==> src/rtl/bootstrap_pkg.sv <==
// -----------------------------------------------------------------------------
// bootstrap_pkg
// Shared definitions for the microcode bootstrap loader: the loader state
// encoding, the byte width of the boot stream and the minimum number of clock
// cycles spent on each image byte (ACCEPT, SETUP, WRITE, HOLD).
// -----------------------------------------------------------------------------
package bootstrap_pkg;

  localparam int BYTE_W          = 8;
  localparam int CYCLES_PER_BYTE = 4;

  typedef enum logic [2:0] {
    IDLE,
    ACCEPT,
    SETUP,
    WRITE,
    HOLD,
    CHECK,
    DONE,
    ERROR
  } state_e;

endpackage

==> src/rtl/boot_addr_counter.sv <==
// -----------------------------------------------------------------------------
// boot_addr_counter
// Microcode store write address counter.
// Ports:
//   clk_i   in   clock (rising edge)
//   rst_ni  in   async active-low reset, clears the address
//   clr_i   in   synchronous load-zero
//   inc_i   in   synchronous increment (ignored when clr_i is high)
//   addr_o  out  current address (registered)
//   tc_o    out  terminal count: address is all ones
// -----------------------------------------------------------------------------
module boot_addr_counter #(
  parameter int ADDR_WIDTH = 12
) (
  input  logic                  clk_i,
  input  logic                  rst_ni,
  input  logic                  clr_i,
  input  logic                  inc_i,
  output logic [ADDR_WIDTH-1:0] addr_o,
  output logic                  tc_o
);

  logic [ADDR_WIDTH-1:0] addr_q;

  always_ff @(posedge clk_i or negedge rst_ni) begin
    if (!rst_ni) begin
      addr_q <= '0;
    end else if (clr_i) begin
      addr_q <= '0;
    end else if (inc_i) begin
      addr_q <= addr_q + ADDR_WIDTH'(1);
    end
  end

  assign addr_o = addr_q;
  assign tc_o   = &addr_q;

endmodule

==> src/rtl/bootstrap_loader.sv <==
// -----------------------------------------------------------------------------
// bootstrap_loader
// Streams a 2^ADDR_WIDTH byte microcode image from a valid/ready boot source
// into the microcode store, one byte every four cycles minimum, then releases
// the control path reset.
// Optional feature: define BOOTSTRAP_CHECKSUM_EN to require a trailing checksum
// byte; the modulo-256 sum of image and checksum must be zero, otherwise the
// loader parks in ERROR with BOOT_ERR set.
// Ports:
//   N_CLK           in   clock, rising edge
//   N_RST           in   async active-low reset
//   START           in   level, begins a load from IDLE
//   IN_DATA         in   image byte
//   IN_VALID        in   IN_DATA valid
//   IN_READY        out  loader accepts a byte this cycle
//   BOOTSTRAP_ADDR  out  microcode store write address
//   BOOTSTRAP_DATA  out  microcode store write data
//   BOOTSTRAP_N_WE  out  active-low write strobe (registered)
//   N_BOOTED        out  low once the image is loaded
//   SYS_N_RST       out  control path reset, rises one cycle after N_BOOTED falls
//   BOOT_ERR        out  checksum failure
// -----------------------------------------------------------------------------
module bootstrap_loader
  import bootstrap_pkg::*;
#(
  parameter int ADDR_WIDTH = 12
) (
  input  logic                  N_CLK,
  input  logic                  N_RST,
  input  logic                  START,
  input  logic [BYTE_W-1:0]     IN_DATA,
  input  logic                  IN_VALID,
  output logic                  IN_READY,
  output logic [ADDR_WIDTH-1:0] BOOTSTRAP_ADDR,
  output logic [BYTE_W-1:0]     BOOTSTRAP_DATA,
  output logic                  BOOTSTRAP_N_WE,
  output logic                  N_BOOTED,
  output logic                  SYS_N_RST,
  output logic                  BOOT_ERR
);

  state_e              state_q;
  logic [BYTE_W-1:0]   data_q;
  logic                n_we_q;
  logic                n_booted_q;
  logic                sys_n_rst_q;
  logic                in_ready_q;
  logic                addr_clr;
  logic                addr_inc;
  logic                addr_tc;
  logic                hs_accept;

  // Outputs are registered together with the state, so each one is set on the
  // same edge that enters the state it belongs to.
  assign hs_accept = (state_q == ACCEPT) && IN_VALID && in_ready_q;
  assign addr_clr  = (state_q == IDLE) && START;
  assign addr_inc  = (state_q == HOLD) && !addr_tc;

  boot_addr_counter #(
    .ADDR_WIDTH (ADDR_WIDTH)
  ) u_addr_cnt (
    .clk_i  (N_CLK),
    .rst_ni (N_RST),
    .clr_i  (addr_clr),
    .inc_i  (addr_inc),
    .addr_o (BOOTSTRAP_ADDR),
    .tc_o   (addr_tc)
  );

`ifdef BOOTSTRAP_CHECKSUM_EN
  logic [BYTE_W-1:0] csum_q;
  logic [BYTE_W-1:0] csum_total;
  logic              boot_err_q;
  logic              hs_check;

  assign hs_check   = (state_q == CHECK) && IN_VALID && in_ready_q;
  assign csum_total = csum_q + IN_DATA;

  always_ff @(posedge N_CLK or negedge N_RST) begin
    if (!N_RST) begin
      csum_q <= '0;
    end else if (hs_accept) begin
      csum_q <= csum_total;
    end
  end

  assign BOOT_ERR = boot_err_q;
`else
  assign BOOT_ERR = 1'b0;
`endif

  always_ff @(posedge N_CLK or negedge N_RST) begin
    if (!N_RST) begin
      state_q     <= IDLE;
      data_q      <= '0;
      n_we_q      <= 1'b1;
      n_booted_q  <= 1'b1;
      sys_n_rst_q <= 1'b0;
      in_ready_q  <= 1'b0;
`ifdef BOOTSTRAP_CHECKSUM_EN
      boot_err_q  <= 1'b0;
`endif
    end else begin
      // Follows N_BOOTED by one cycle; stays low in ERROR since N_BOOTED does.
      sys_n_rst_q <= ~n_booted_q;
      unique case (state_q)
        IDLE: begin
          if (START) begin
            state_q    <= ACCEPT;
            in_ready_q <= 1'b1;
          end
        end
        ACCEPT: begin
          if (hs_accept) begin
            data_q     <= IN_DATA;
            in_ready_q <= 1'b0;
            state_q    <= SETUP;
          end
        end
        SETUP: begin
          n_we_q  <= 1'b0;
          state_q <= WRITE;
        end
        WRITE: begin
          n_we_q  <= 1'b1;
          state_q <= HOLD;
        end
        HOLD: begin
          if (!addr_tc) begin
            in_ready_q <= 1'b1;
            state_q    <= ACCEPT;
          end else begin
`ifdef BOOTSTRAP_CHECKSUM_EN
            in_ready_q <= 1'b1;
            state_q    <= CHECK;
`else
            n_booted_q <= 1'b0;
            state_q    <= DONE;
`endif
          end
        end
`ifdef BOOTSTRAP_CHECKSUM_EN
        CHECK: begin
          if (hs_check) begin
            in_ready_q <= 1'b0;
            if (csum_total == '0) begin
              n_booted_q <= 1'b0;
              state_q    <= DONE;
            end else begin
              boot_err_q <= 1'b1;
              state_q    <= ERROR;
            end
          end
        end
`endif
        // DONE and ERROR are terminal until reset.
        default: begin
          state_q <= state_q;
        end
      endcase
    end
  end

  assign IN_READY       = in_ready_q;
  assign BOOTSTRAP_DATA = data_q;
  assign BOOTSTRAP_N_WE = n_we_q;
  assign N_BOOTED       = n_booted_q;
  assign SYS_N_RST      = sys_n_rst_q;

endmodule

==> config.mk <==
export PLATFORM = sky130hd
export DESIGN_NAME = bootstrap_loader
export DESIGN_NICKNAME = d
export VERILOG_FILES = /design/src/rtl/bootstrap_pkg.sv /design/src/rtl/boot_addr_counter.sv /design/src/rtl/bootstrap_loader.sv
export SDC_FILE = /design/constraint.sdc
export NUM_CORES = 1
export LEC_CHECK = 0
export ABC_CLOCK_PERIOD_IN_PS = 2510
export CAP_MARGIN = 20
export CORE_MARGIN = 2
export CORE_UTILIZATION = 34
export DETAILED_ROUTE_END_ITERATION = 10
export MAX_ROUTING_LAYER = met4
export PLACE_DENSITY = 0.68
export SLEW_MARGIN = 10
export SYNTH_ARGS = -nofsm -noshare
export SYNTH_HDL_FRONTEND = slang
export SYNTH_SLANG_ARGS = --single-unit
==> constraint.sdc <==
create_clock -name N_CLK -period 2.51 [get_ports N_CLK]
set_clock_uncertainty 0.05 [all_clocks]
set_input_delay 0.502 -clock N_CLK [delete_from_list [all_inputs] [get_ports N_CLK]]
set_output_delay 0.502 -clock N_CLK [all_outputs]
set_load 0.1 [all_outputs]
**Word level (Yosys, flattened, before mapping)**

Index checks and enable logic that the tools add are counted.

- Add/sub/neg operators: 1
- Equality and inequality tests: 7
- Multiplexer cells: 11
- Bitwise gates (word level): 1
- Reductions and logical operators: 15

Operators with widths:

| operator | number |
|---|---|
| 2-to-1 mux 12 bit | 2 |
| case mux 3 bit (5 select lines) | 1 |
| AND reduction 13 bit | 1 |
| adder 12 x 1 -> 12 bit (second input constant) | 1 |
| AND reduction 12 bit | 1 |
| 2-to-1 mux 3 bit | 3 |
| equality test 3 x 2 -> 1 bit (second input constant) | 2 |
| != test 2 bit (second input constant) | 3 |
| nonzero test 5 bit | 1 |
| logical AND 1 bit | 4 |
| AND reduction 4 bit | 1 |
| nonzero test 2 bit | 2 |
| equality test 3 x 1 -> 1 bit (second input constant) | 1 |
| equality test 3 bit (second input constant) | 1 |
| zero test 3 bit | 1 |
| 2-to-1 mux 1 bit | 3 |
| case mux 1 bit (3 select lines) | 1 |
| AND reduction 3 bit | 1 |
| nonzero test 3 bit | 1 |
| case mux 1 bit (2 select lines) | 1 |
| AND reduction 2 bit | 1 |
| zero test 1 bit | 1 |
| inverter 1 bit | 1 |

- Register bits: 27
- Logic and storage cells: 42

**Logic depth before layout (Yosys ltp)**

Gate-level depths: netlist of run 1.

- Depth after elaboration: 5
- Depth in mapped cells: 6

**Cells and area by module**

Synthesis of run 1 repeated with hierarchy kept, for this count alone.

- Cells, all modules: 110
- Area total of the unflattened synthesis: 1,237.4 um^2

By module, submodules not included:

| module | instances | cells each | area each (um^2) | sequential area each (um^2) |
|---|---|---|---|---|
| bootstrap_loader | 1 | 50 | 639.4 | 377.9 |
| boot_addr_counter | 1 | 60 | 598.1 | 300.3 |

**Worst setup path before layout of run 1**

OpenSTA, ideal clock, no wires.

- Path kind: reg2reg
- Start point: reg u_addr_cnt.addr_q[0] (netlist: u_addr_cnt.addr_o[0])
- End point: reg u_addr_cnt.addr_q[6] (netlist: u_addr_cnt.addr_o[6])
- Arrival time: 2.256 ns
- Data required time: 2.367 ns
- Setup slack: 0.111 ns
- Stages on the path, launching flop included: 7
- Path through: dfrtp_1 -> ha_1 -> and4_1 -> and3_1 -> buf_2 -> nor4b_1 -> mux2i_1

- Longest elaborated chain between the ends: 4
- Elaborated cells between the ends (all ways): 7
- Those cells by class: add/sub (1); mux (2); reduce/logical (4)

Ends and longest elaborated chain:

| item | RTL line | text |
|---|---|---|
| start, declared | boot_addr_counter.sv:23 | `logic [ADDR_WIDTH-1:0] addr_q;` |
| start signal, assigned | boot_addr_counter.sv:31 | `addr_q <= addr_q + ADDR_WIDTH'(1);` |
| branches (longest 4 deep; another with adder 12 x 1 -> 12 bit) | -- |  |

Several ways; the timed one is not identified. The select of a mux whose other input is x is not followed.
A chain may end at the register's enable or synchronous reset.

**Final worst setup path of run 1**

- Start point: reg u_addr_cnt.addr_q[0] (netlist: u_addr_cnt.addr_o[0])
- End point: reg u_addr_cnt.addr_q[7] (netlist: u_addr_cnt.addr_o[7])

Same word-level chain as after synthesis.

==> impl_metrics.json, run 1 <==
{
  "outcome": "finished, final reports clean",
  "finalMaxSlewViolations": 0,
  "synthTopCellsByArea": "dfrtp_1 (46%), mux2_2 (6.6%), dfstp_2 (3.9%), mux2i_1 (3.0%), and3_1 (2.8%)",
  "synth_edf_count": 0,
  "cp_data_required_time_ps": 2670,
  "relSlewSlack": 0.6642,
  "antenna_cells": 0,
  "critPathLaunchType": "flop",
  "ys_async_sr_fraction": 1.000,
  "maxCapViolations": 0,
  "crit-reg2reg-launch": "u_addr_cnt.addr_o[0]",
  "fp-row-count": 22,
  "rsz0062_at_grt": "no",
  "post_cts_resized": 0,
  "path_class": "flop to flop",
  "fp.coreArea_sq_um": 3744,
  "synthTopCellsByCount": "dfrtp_1 (25), mux2_2 (8), nand2_1 (7), nor2_1 (7)",
  "detail_route.wl_per_cell_microns": 14.55,
  "yosysTopAreaCellShare": 0.4617,
  "yosysTopAreaCell": "dfrtp_1",
  "synth_fp_nets": 135,
  "r2r_cells": 5,
  "yosys_register_bits": 27,
  "hold_path_class": "flop to flop",
  "ys.flop_type": "dfrtp_1",
  "final.fill_count": 355,
  "wirelength_microns": 2982,
  "min_period_ps": 2016,
  "setup.worst_path.start": "u_addr_cnt.addr_o[0]",
  "synth_area_sq_um": 1355,
  "cts.hold.buffers_added": 0,
  "drive_gt1_frac": 0.3057,
  "critPathCapture": "u_addr_cnt.addr_o[7]",
  "die_w_microns": 67.13,
  "initialDrtViolationCount": 43,
  "grt_pass1_wl_microns": 4947,
  "dpl.hpwl_microns": 2227,
  "cp.arrival_ps": 2180,
  "insertion_delay_ps": 270,
  "fin_setup_tns_ps": 0,
  "cts_inserted_buffers": 3,
  "fmax_ghz": 0.4960,
  "grt_max_degree": 28,
  "yosys.cell_count.top_type": "dfrtp_1",
  "grt_usage": 0.1485,
  "gr-total-overflow": 0,
  "die-area_sq_um": 4506,
  "htree_num_levels": 1,
  "r2r_slack_ps": 490,
  "tritoncts": "built",
  "io-pin-count": 37,
  "die_y_microns": 67.13,
  "portBuffers": 35,
  "globalplace.congestion": 0.8830,
  "synth_seq_area_share": 0.5005,
  "period_share": 0.8033,
  "worst_pin_slew_ps": 502.2,
  "synth_cells": 122,
  "cts.sinks": 27,
  "ys_types": 43,
  "synth_warnings": 0,
  "post-cts-setup-buffer-count": 0,
  "seqCellArea_sq_um": 678.2,
  "grt_pass1_vias": 1066,
  "syn_avg_cell_area_sq_um": 11.11,
  "cp-end-kind": "flop",
  "drt_drc_violations_left": 0,
  "antenna_found_initial": 0,
  "worstPathMaxFanout": 12,
  "drt_first_pass_iters": 4,
  "via_count": 1102,
  "setup_viol": 0,
  "initial_core_util": 0.3620,
  "area_delta_synth_final_pct": 27.24,
  "multi_input_area_sq_um": 619.3,
  "hold_violations": 0,
  "route.antenna.remaining_nets": 0,
  "rr_endpoint": "u_addr_cnt.addr_o[7]",
  "clk_root_buffer_cell": "clkbuf_8",
  "clk_pin_slew_worst_paths_ps": 90,
  "fin_nets": 171,
  "clockBufferDepth": 2,
  "detail_route.vias_per_cell": 5.376
}
==> stage by stage <==
step | cell area [sq um] | setup WS (ps) | std cells | utilization | hold slack, ps
global route | 1724 | 348.0 | 205 | 0.4606 | 457.3
CTS | 1724 | 508.6 | 205 | 0.4606 | 422.0
finish | 1724 | 493.7 | 205 | 0.4606 | 416.6
global placement | 1678 | 524.7 | 201 | 0.4482 | 397.3
floorplan | 1355 | 110.8 | 122 | - | 156.4
detailed placement | 1678 | 451.7 | 201 | 0.4482 | 398.9
==> sequential cells by signal, summed over array words and instances (netlist names) <==
signal / count
BOOTSTRAP_DATA: 8
BOOTSTRAP_N_WE: 1
IN_READY: 1
N_BOOTED: 1
SYS_N_RST: 1
state_q: 3
u_addr_cnt.addr_o: 12
==> cells by family (layout without fill, tap and decap cells) <==
family                   Yosys count  count (layout)  synth area share
adder cells (fa/ha/maj)            1               1          0.009232
buffers and inverters             10              45           0.04246
AND/OR/NAND/NOR                   47              47            0.2290
multiplexers                      12              12           0.09603
other                              1               1          0.002767
AO/OA/AOI/OAI                     24              24            0.1200
flip-flops                        27              27            0.5005
==> how the worst min path moves through the flow <==
| stage | startpoint | to | slack, ps | depth (start not counted) |
|---|---|---|---|---|
| 2_1_floorplan | N_RST | BOOTSTRAP_DATA[0] | 160 | 0 |
| 3_3_place_gp | N_BOOTED | SYS_N_RST | 400 | 1 |
| 3_5_place_dp | N_BOOTED | SYS_N_RST | 400 | 1 |
| 4_1_cts | N_BOOTED | SYS_N_RST | 420 | 1 |
| 5_1_grt | N_BOOTED | SYS_N_RST | 460 | 1 |
| 6_report | N_BOOTED | SYS_N_RST | 420 | 1 |
==> area by class of cell <==
type,count,area share
flip-flops and latches,27,0.3933
multi-input cells,85,0.3592
repair buffers,37,0.1771
well taps,48,0.03483
clock buffers,3,0.02395
inverters,4,0.008708
clock inverters,1,0.002903
==> placed cells by master (no fill, tap or decap), drive strengths merged, types with 5 or more instances in the layout <==
cell,count
nand2,7
dfrtp,25
clkdlybuf4s50,11
a21oi,5
o21ai,5
and3,6
mux2,8
buf,26
nand3,6
nor2,7
==> per-layer routing <==
layer	routed length, microns	up-vias	track usage
met5	0	-	-
met4	27	0	0.03827
met3	156	4	0.04000
met2	1435	36	0.2327
met1	1363	537	0.1911
li1	-	525	-
==> worst max-delay path: stages, from the launching register on <==
cell     delay, ps
dfrtp_1        450
ha_1           280
and4_1         200
and3_1         310
or4_1          500
a21oi_1        150
Power of run 1 is not shown: default switching activity piles up to over one toggle a cycle in this logic, so the estimate is an artifact.
==> run 2, diff against run 1 <==
Settings changed: ABC_CLOCK_PERIOD_IN_PS 2510 to 1600, PLACE_DENSITY 0.68 to 0.7.
Clock period 2.51 ns to 1.6 ns, I/O delays scaled along.
==> run 2 against run 1 <==
Compared with the run above: the run now ends with negative setup slack left; via count up 17%; utilization grew 19 points; register-to-register slack worse by 610 ps; maximum frequency up 17%; critical path depth unchanged; die area is the same; wire length is 29% higher; largest cell class is now buffers; global-route usage grew 3.6 points; critical endpoint unchanged.
==> impl_metrics.json, run 2 (synthesis gave the netlist of run 1 again) <==
{
  "outcome": "finished, violations left",
  "violations": "negative setup slack",
  "gr-total-overflow": 0,
  "cts_inserted_buffers": 3,
  "die_w_microns": 67.13,
  "fp.coreArea_sq_um": 3744,
  "globalplace.congestion": 0.9801,
  "insertion_delay_ps": 270,
  "path_class": "flop to flop",
  "fin_cells": 237,
  "dp_cells": 226,
  "portBuffers": 35,
  "initial_core_util": 0.3620,
  "detail_route.wl_per_cell_microns": 16.26,
  "fmax_ghz": 0.5815,
  "antenna_found_initial": 0,
  "tritoncts": "built",
  "route.antenna.remaining_nets": 0,
  "area_delta_synth_final_pct": 80.70,
  "clk_pin_slew_worst_paths_ps": 90,
  "grt_pass1_vias": 1297,
  "cts.hold.buffers_added": 0,
  "hold_path_class": "input pin to asynchronous set/reset pin",
  "detail_route.vias_per_cell": 5.418,
  "worstPathMaxFanout": 8,
  "mostFrequentLayoutCells": "buf_4 (26), buf_12 (24), clkdlybuf4s50_1 (11)",
  "grt_max_degree": 28,
  "grt_pass1_wl_microns": 6106,
  "cp.arrival_ps": 1870,
  "cp_data_required_time_ps": 1750,
  "fin_nets": 203,
  "finalMaxSlewViolations": 0,
  "largest_reg_flops": 12,
  "cp-end-kind": "flop",
  "initialDrtViolationCount": 36,
  "ir_drop_uv": 1838,
  "powerDensity_nw_per_um2": 2072,
  "drt_drc_violations_left": 0,
  "r2r_slack_ps": -120,
  "rsz0062_at_grt": "yes",
  "hold_violations": 0,
  "drt_first_pass_iters": 4,
  "cts.sinks": 27,
  "fin_setup_tns_ps": -422.4,
  "htree_num_levels": 1,
  "wirelength_microns": 3853,
  "grt_usage": 0.1850,
  "maxCapViolations": 0,
  "die_y_microns": 67.13,
  "setup_viol": 8,
  "period_share": 1.075,
  "via_count": 1284,
  "die-area_sq_um": 4506,
  "dpl.hpwl_microns": 2700,
  "fp-row-count": 22,
  "min_period_ps": 1720,
  "io-pin-count": 37,
  "mostFrequentLayoutCell": "buf_4",
  "p_leak_nw": 1.030,
  "worst_slack_ps": -119.7,
  "antenna_cells": 0,
  "clk_root_buffer_cell": "clkbuf_8",
  "critPathLaunchType": "flop",
  "drive_gt1_frac": 0.6032,
  "clockBufferDepth": 2,
  "hold_ws_ps": 372.7
}
## run 2: cell types whose count changed in the layout (fill, tap and decap cells not counted), sizes merged
cell,previous run,this run
buf,26,58
clkbuf,3,4
clkinv,1,0
## run 2: critical path: stages, from the launching register on
cell	delay [ps]
dfrtp_4	510
ha_4	170
and4_4	160
and3_4	200
or4_4	410
a21oi_2	140
## run 2: what timing repair did
item                                    in CTS  in global routing
endpoints found under the setup margin      12                 23
buffers inserted                             3                  4
pin swaps                                    1                  9
gates resized for setup                      5                 27
cloned                                       0                  1
## run 2: area by class of cell
class	instances	area (sq um)
Fill cell	308	1295
Tap cell	48	60.06
Timing Repair Buffer	69	875.8
Inverter	4	15.01
Multi-Input combinational cell	85	734.5
Sequential cell	27	718.2
Clock buffer	4	45.04
## run 2: where the power goes
part | internal, mW | total (mW) | switching [mW]
sequential | 0.976 | 1.28 | 0.303
combinational | 1.35 | 3.41 | 2.06
clock | 0.178 | 0.385 | 0.207
## run 2: final timing paths
kind	startpoint	to	cells after the start
min in group N_CLK	N_BOOTED	SYS_N_RST	1
worst min register to register	N_BOOTED	SYS_N_RST	1
max in group asynchronous	N_RST	N_BOOTED	2
worst min-delay path	N_RST	u_addr_cnt.addr_o[10]	2
worst max-delay path	u_addr_cnt.addr_o[1]	u_addr_cnt.addr_o[7]	5
worst max register to register	u_addr_cnt.addr_o[1]	u_addr_cnt.addr_o[7]	5
## run 2: routing by layer
layer	GRT usage	vias up	wire, microns
met3	0.03500	6	216
met4	0.06633	0	51
met5	-	-	0
li1	-	594	-
met2	0.3230	46	2131
met1	0.2114	638	1454
## run 2: stage by stage
| stage | setup WS (ps) | cell area [sq um] | util | power (mW) |
|---|---|---|---|---|
| final | -119.7 | 2449 | 0.6541 | 5.074 |
| after global routing | -148.5 | 2449 | 0.6541 | 5.293 |
| after CTS | -103.6 | 2313 | 0.6180 | 4.916 |
| after detailed placement | -101.3 | 2231 | 0.5959 | 4.485 |
| after global placement | -90.47 | 2231 | 0.5959 | 4.431 |
| after floorplan | -302.0 | 1426 | - | 3.191 |
(Power assumes the default switching activity.)
==> run 3, diff against run 2 <==
Settings changed: ABC_CLOCK_PERIOD_IN_PS 1600 to 1960, CORE_ASPECT_RATIO set to 0.7, CTS_BUF_LIST set to sky130_fd_sc_hd__clkbuf_2, PLACE_DENSITY 0.7 to 0.68.
Clock period 1.6 ns to 1.96 ns, I/O delays scaled along.
==> run 3 against run 2 <==
Compared with the run above: the run now ends clean; maximum frequency fell by 7.7%; global-route usage fell by 1.8 points; via count fell by 8.4%; hold slack got worse by 77 ps; count of clock-buffer cells in the layout fell by 1; register-to-register slack improved by 220 ps; final cell count fell by 9.3%; critical path type unchanged; critical endpoint unchanged; largest cell class is now sequential cells.
==> impl_metrics.json, run 3 (synthesis gave the netlist of run 1 again) <==
{
  "outcome": "finished, final reports clean",
  "multi_input_area_sq_um": 643.1,
  "tritoncts": "built",
  "final.fill_count": 332,
  "globalplace.congestion": 0.8366,
  "worstPathMaxFanout": 11,
  "placed_cell_area_sq_um": 1956,
  "grt_max_degree": 28,
  "route.antenna.remaining_nets": 0,
  "via_count": 1176,
  "seqCellArea_sq_um": 699.4,
  "largest_reg_flops": 12,
  "detail_route.vias_per_cell": 5.470,
  "fmax_ghz": 0.5365,
  "slowest_delay_ps": 550,
  "fin_area_sq_um": 1981,
  "wirelength_microns": 3345,
  "fp-row-count": 19,
  "die_w_microns": 79.46,
  "io-pin-count": 37,
  "clk_root_buffer_cell": "clkbuf_2",
  "drt_drc_violations_left": 0,
  "initial_core_util": 0.3497,
  "grt_pass1_vias": 1144,
  "critPathLaunchType": "flop",
  "fp.coreArea_sq_um": 3875,
  "grt_usage": 0.1675,
  "postLayoutCoreUtil": 0.5111,
  "portBuffers": 35,
  "htree_num_levels": 1,
  "drive_gt1_frac": 0.4294,
  "post_cts_resized": 0,
  "setup_viol": 0,
  "mostFrequentLayoutCells": "buf_4 (17), buf_12 (15), dfrtp_1 (12)",
  "drt_first_pass_iters": 4,
  "die-area_sq_um": 4515,
  "dpl.hpwl_microns": 2600,
  "rsz0062_at_grt": "no",
  "antenna_cells": 0,
  "area_delta_synth_final_pct": 46.17,
  "path_class": "flop to flop",
  "cp-end-kind": "flop",
  "grt_pass1_wl_microns": 5658,
  "clk_pin_slew_worst_paths_ps": 250,
  "finalMaxSlewViolations": 0,
  "hold_violations": 0,
  "mostFrequentLayoutCell": "buf_4",
  "maxCapViolations": 0,
  "die_y_microns": 56.82,
  "cp_data_required_time_ps": 2230,
  "fin_nets": 177,
  "antenna_found_initial": 0,
  "gr-total-overflow": 0,
  "cts.sinks": 27,
  "period_share": 0.9511,
  "min_period_ps": 1864,
  "clockBufferDepth": 2,
  "cts_inserted_buffers": 3,
  "hold_path_class": "input pin to asynchronous set/reset pin",
  "detail_route.wl_per_cell_microns": 15.56,
  "fin_setup_tns_ps": 0,
  "cp.arrival_ps": 2130,
  "post-cts-setup-buffer-count": 0,
  "cts.hold.buffers_added": 0,
  "crit_slowest_cell": "dfrtp_4",
  "initialDrtViolationCount": 63,
  "insertion_delay_ps": 370,
  "cp_cell_sequence": "ha_4 > and4_1 > and3_4 > or4_1 > a21oi_1"
}
## run 3: cell count changes in the layout (fill, tap and decap cells not counted), sizes merged
cell and change:
buf -26, clkinv +1, clkbuf -1
## run 3: path summary, 6_finish.rpt
path / start / endpoint / slack, ps / cells after the start
min in group N_CLK: N_BOOTED / N_BOOTED / 470 / 2
setup reg to reg: u_addr_cnt.addr_o[0] / u_addr_cnt.addr_o[7] / 100 / 5
hold / removal: N_RST / u_addr_cnt.addr_o[5] / 300 / 2
max in group asynchronous: N_RST / BOOTSTRAP_N_WE / 1260 / 2
setup / recovery: u_addr_cnt.addr_o[0] / u_addr_cnt.addr_o[7] / 100 / 5
hold reg to reg: N_BOOTED / N_BOOTED / 470 / 2
## run 3: worst max-delay path: cells and delay by family (launching register included)
family                     cells  cell delay [ps]
adders and majority gates      1              180
and+or+nand+nor                3              870
AOI/OAI and AO/OA              1              160
DFF                            1              550
## run 3: layout make-up
type	count	share of cell area
sequential	27	0.3531
multi-input combinational	85	0.3247
timing repair buffer	43	0.2716
tap	52	0.03285
clock buffer	3	0.007581
inverter	4	0.007581
clock inverter	1	0.002527
## run 3: through the flow
step                      worst slack [ps]  std cells  hold slack [ps]
after floorplan                     0.4933        122            46.41
after global placement               91.49        211            415.7
after detailed placement             70.31        211            430.5
after CTS                            15.27        215            298.3
after global routing                 19.64        215            279.0
final                                95.91        215            295.7
## run 3: metal layers
metal / vias to the layer above / part of all wire / global-route usage
met1: 588 / 0.43 / 0.2128
met4: 0 / 0.022 / 0.05911
met5: - / 0 / -
li1: 545 / - / -
met2: 37 / 0.50 / 0.2641
met3: 6 / 0.047 / 0.03698
Power of run 3 is left out for the same reason.
